<file path="src/rtl/opcode_fetch.sv">
// opcode_fetch: steps a fixed opcode table one entry per trigger, valid/ack out.
// Define OPCODE_FETCH_LOOP_EN to wrap after the last entry instead of DONE.
module opcode_fetch #(
  parameter int MAX_ADDR = 3,
  parameter int OP_W     = 8,
  parameter int ADDR_W   = 8
) (
  input  logic              clk,
  input  logic              rst,
  input  logic              load,
  input  logic              trigger,
  input  logic              ack,
  output logic [OP_W-1:0]   opcode,
  output logic              valid,
  output logic [ADDR_W-1:0] addr,
  output logic              busy,
  output logic              done,
  output logic              overrun
);

  typedef enum logic [2:0] {
    S_IDLE,
    S_ARMED,
    S_FETCH,
    S_PRESENT,
    S_DONE
  } state_e;

  state_e            state_q, state_d;
  logic [OP_W-1:0]   opcode_q, opcode_d;
  logic              valid_q, valid_d;
  logic [ADDR_W-1:0] addr_q, addr_d;
  logic              busy_q, busy_d;
  logic              done_q, done_d;
  logic              overrun_q, overrun_d;
  logic              last;

  // Entry k is 0xA0 with the low nibble of k, resized to OP_W.
  function automatic logic [OP_W-1:0] table_entry(
    input logic [ADDR_W-1:0] a
  );
    logic [7:0] e;
    e = 8'hA0 | (8'(a) & 8'h0F);
    return OP_W'(e);
  endfunction

  assign last = (addr_q == ADDR_W'(MAX_ADDR));

  // Next-state and datapath update; load overrides everything else.
  always_comb begin
    state_d   = state_q;
    opcode_d  = opcode_q;
    valid_d   = valid_q;
    addr_d    = addr_q;
    overrun_d = overrun_q;
    if (load) begin
      state_d   = S_ARMED;
      addr_d    = '0;
      valid_d   = 1'b0;
      overrun_d = 1'b0;
    end else begin
      if (trigger && state_q != S_ARMED) begin
        overrun_d = 1'b1;
      end
      unique case (state_q)
        S_IDLE: begin
        end
        S_ARMED: begin
          if (trigger) begin
            state_d = S_FETCH;
          end
        end
        S_FETCH: begin
          opcode_d = table_entry(addr_q);
          valid_d  = 1'b1;
          state_d  = S_PRESENT;
        end
        S_PRESENT: begin
          if (ack && valid_q) begin
            valid_d = 1'b0;
            if (last) begin
`ifdef OPCODE_FETCH_LOOP_EN
              addr_d  = '0;
              state_d = S_ARMED;
`else
              state_d = S_DONE;
`endif
            end else begin
              addr_d  = addr_q + ADDR_W'(1);
              state_d = S_ARMED;
            end
          end
        end
        S_DONE: begin
        end
        default: begin
          state_d = S_IDLE;
        end
      endcase
    end
  end

  // Status flags are decoded from the next state so they stay registered.
  always_comb begin
    busy_d = 1'b0;
    done_d = 1'b0;
    unique case (1'b1)
      (state_d == S_ARMED),
      (state_d == S_FETCH),
      (state_d == S_PRESENT): busy_d = 1'b1;
      (state_d == S_DONE):    done_d = 1'b1;
      default: begin
      end
    endcase
  end

  // State and output registers; reset drops valid immediately.
  always_ff @(posedge clk or negedge rst) begin
    if (!rst) begin
      state_q   <= S_IDLE;
      opcode_q  <= '0;
      valid_q   <= 1'b0;
      addr_q    <= '0;
      busy_q    <= 1'b0;
      done_q    <= 1'b0;
      overrun_q <= 1'b0;
    end else begin
      state_q   <= state_d;
      opcode_q  <= opcode_d;
      valid_q   <= valid_d;
      addr_q    <= addr_d;
      busy_q    <= busy_d;
      done_q    <= done_d;
      overrun_q <= overrun_d;
    end
  end

  assign opcode  = opcode_q;
  assign valid   = valid_q;
  assign addr    = addr_q;
  assign busy    = busy_q;
  assign done    = done_q;
  assign overrun = overrun_q;

endmodule

</file>
<file path="config.mk">
export PLATFORM = sky130hd
export DESIGN_NAME = opcode_fetch
export DESIGN_NICKNAME = d
export VERILOG_FILES = /design/src/rtl/opcode_fetch.sv
export SDC_FILE = /design/constraint.sdc
export NUM_CORES = 1
export LEC_CHECK = 0
export BUFFER_PORTS_ARGS = -buffer_cell sky130_fd_sc_hd__buf_2
export CELL_PAD_IN_SITES_DETAIL_PLACEMENT = 1
export CELL_PAD_IN_SITES_GLOBAL_PLACEMENT = 2
export CORE_MARGIN = 2
export CORE_UTILIZATION = 34
export DETAILED_ROUTE_END_ITERATION = 10
export PLACE_DENSITY = 0.87
export RECOVER_POWER = 25
export SETUP_SLACK_MARGIN = 0.05
export SLEW_MARGIN = 10
export SYNTH_ARGS = -nofsm -noshare
export SYNTH_HDL_FRONTEND = slang
export SYNTH_SLANG_ARGS = --single-unit
</file>
<file path="constraint.sdc">
create_clock -name clk -period 2.5 [get_ports clk]
set_clock_uncertainty 0.05 [all_clocks]
set_input_delay 0.125 -clock clk [delete_from_list [all_inputs] [get_ports clk]]
set_output_delay 0.125 -clock clk [all_outputs]
set_load 0.01 [all_outputs]
</file>
==> impl_metrics.csv <==
group,metric,value,unit
global_routing,antenna_found_initial,0,
layout,fin_area,1150,µm²
power,vdd_drop_max,0.402,mV
layout,multi_input_area,435,µm²
layout,syn_to_final_growth,18.1,%
sta,finalMaxSlewViolations,0,
sta,max_freq,0.601,GHz
global_routing,grt_usage,14.4,%
run,cap_violations,0,
worst_setup_path,setup.worst_path.end_class,"flop",
global_routing,grt_pass1_vias,744,
layout,n_antenna_cell,0,
worst_setup_path,slowest_delay,0.44,ns
cts,root_buffer,"clkbuf_4",
detailed_routing,drt-total-wl,2160,µm
logic_synthesis,syn_area_per_cell,10.9,µm²
sta,min_period,1.66,ns
global_routing,grt_max_degree,21,
detailed_routing,antenna_left,0,
logic_synthesis,ys_types,33,
worst_setup_path,critPathBufInv,0,
cts,clock_sinks,20,
sta,setup_ws,0.836,ns
placed_design,routabilityCongestion,0.764,
cts,ctsHtreeMaxLevel,1,
layout,regArea,500,µm²
detailed_routing,drc,0,
worst_setup_path,crit_chain,"ha_1 -> nor3b_1 -> nand2_2 -> o32a_2 -> nor2_1",
die,ioPinCount,25,
detailed_routing,drt_iter0_markers,15,
die,core-area,2730,µm²
worst_setup_path,critical_path_arrival,1.85,ns
cts,cts_max_path_buffers,2,
worst_setup_path,cp_slowest_cell,"dfrtp_1",
die,die-width,57.6,µm
sta,rsz0062_at_grt,"no",
min_path,hold_class,"in2reg",
detailed_routing,detail_route.wl_per_cell,15.0,µm
worst_setup_path,startpoint_type,"flop",
sta,tns,0,ns
outcome,status,"finished, final reports clean",
cts,clkSlewWorstSetupHoldPaths,0.11,ns
die,die_height,57.6,µm
worst_setup_path,worstPathRequired,2.69,ns
placed_design,place_area,1090,µm²
sta,worst_pin_slew,1.09,ns
placed_design,placed_cells,139,
placed_design,place_ws,0.825,ns
layout,instances_no_fill,144,
placed_design,dp.final_hpwl,1620,µm
sta,final_hold_viol_count,0,
sta,final.period_utilization,66.6,%
logic_synthesis,synthesis.instances,90,
cts,clock_latency,0.30,ns
worst_setup_path,path_class,"reg2reg",
detailed_routing,vias_per_cell,5.03,
layout,final_cell_mix,"21 x buf_2, 20 x dfrtp_1, 14 x nor2_1, 6 x xnor2_1, 5 x nand3_1",
cts,cts_buffers,3,
die,num_rows,19,
layout,layout_commonest_cell,"buf_2",
global_routing,grt_overflow,0,
logic_synthesis,syn_area,977,µm²
sta,finalSetupViolCount,0,
worst_setup_path,worst-path-max-fanout,5,
cts,cts_tree,"done",
power,power_density,600,nW/µm²
logic_synthesis,yosysSeqAreaShare,51.2,%
global_routing,grt_pass1_wl,3590,µm
logic_synthesis,ys_ff_latch,20,
die,start_util,35.7,%
placed_design,io_buffers,22,
detailed_routing,first_pass_iters,4,
logic_synthesis,ys_warn_count,0,
sta,relSlewSlack,27.5,%
power,p_leak,0.548,nW
die,die-area,3320,µm²
layout,nets,120,
layout,num-fill-cells,320,
worst_setup_path,cp_top_family,"simple AND/OR/NAND/NOR gates",
power,report.power.total,0.692,mW
detailed_routing,dr_total_vias,725,
layout,drive_above_1_share,31.9,%
-- stage by stage --
stage	utilization, %	hold WS (ns)
2_1_floorplan	-	-0.221
3_3_place_gp	40.0	0.0409
3_5_place_dp	40.0	0.0550
4_1_cts	42.2	0.0456
5_1_grt	42.2	0.0774
6_report	42.2	0.0556
-- routing by layer --
| metal | global-route usage (%) | vias up | share of wire (%) |
|---|---|---|---|
| met5 | 0 | - | 0 |
| met4 | 4.98 | 0 | 0.79 |
| met3 | 2.68 | 2 | 2.9 |
| met2 | 25.2 | 10 | 51 |
| met1 | 17.8 | 362 | 46 |
| li1 | - | 351 | - |
-- repair_timing --
action / in CTS / in global routing
resized for setup: 0 / 0
hold endpoints to repair: 20 / 0
hold buffers: 1 / 0
setup buffers: 0 / 0
-- flip-flops by register name, summed over array words and instances, names as in the netlist --
name and cells:
busy 1, done 1, state_q 3, valid 1
opcode 5, overrun 1, addr 8
-- cell type report --
| cell class | count | share of cell area (%) |
|---|---|---|
| Multi-Input combinational cell | 64 | 37.7 |
| Sequential cell | 20 | 43.4 |
| Clock buffer | 3 | 1.95 |
| Inverter | 2 | 0.651 |
| Timing Repair Buffer | 23 | 10.3 |
| Tap cell | 31 | 3.36 |
| Clock inverter | 1 | 2.60 |
-- worst paths after layout --
kind | from | endpoint | slack (ns) | depth (start not counted)
max reg2reg | addr[0] | done | 0.84 | 5
max | addr[0] | done | 0.84 | 5
max in group asynchronous | rst | state_q[0] | 1.26 | 2
min | trigger | overrun | 0.06 | 3
min reg2reg | opcode[5] | opcode[5] | 0.44 | 1
min in group asynchronous | rst | overrun | 0.49 | 2
-- power by group --
group	internal, mW	leakage, nW	switching (mW)
registers	0.338	0.266	0.0127
logic	0.0330	0.254	0.0474
clock network	0.162	0.0279	0.0991
-- cell usage after synthesis --
cell type	count	area share, %
inv_1	2	0.77
a211oi_2	1	1.3
nand2_2	1	0.64
a211oi_1	1	0.77
nor4_1	2	1.3
buf_6	1	1.2
dfrtp_1	20	51
nand3_1	5	2.6
nand2b_1	2	1.3
mux2i_1	1	1.0
mux2_2	4	4.6
nor3_1	3	1.5
conb_1	1	0.38
buf_4	3	2.3
a22oi_1	1	0.77
nand3b_4	1	2.0
o21bai_1	1	0.77
nor4_4	1	2.2
xnor2_1	6	5.4
or2_2	1	0.64
nand4_1	2	1.3
ha_1	1	1.3
and2b_1	1	0.77
nor2_1	14	5.4
o32a_2	1	1.2
a21oi_1	2	1.0
clkbuf_1	1	0.38
nor3b_1	2	1.5
o31ai_1	1	0.77
nand2_1	4	1.5
nand3b_1	1	0.77
or3_1	1	0.64
and2b_2	1	0.90
-- cells by family (layout without fill, tap and decap cells) --
family | count (synthesis) | in the layout | share of synthesized area (%)
buf+inv | 7 | 29 | 4.61
xor+xnor | 6 | 6 | 5.38
mux | 5 | 5 | 5.63
fa+ha+maj | 1 | 1 | 1.28
simple gates | 42 | 42 | 25.0
compound gates | 8 | 8 | 6.53
other cells | 1 | 2 | 0.384
flops | 20 | 20 | 51.2
-- tightest hold or removal path: stages --
cell,delay (ns)
buf_2,0.10
a21oi_1,0.06
nor2_1,0.08
Power figures use the tool's default switching activity.
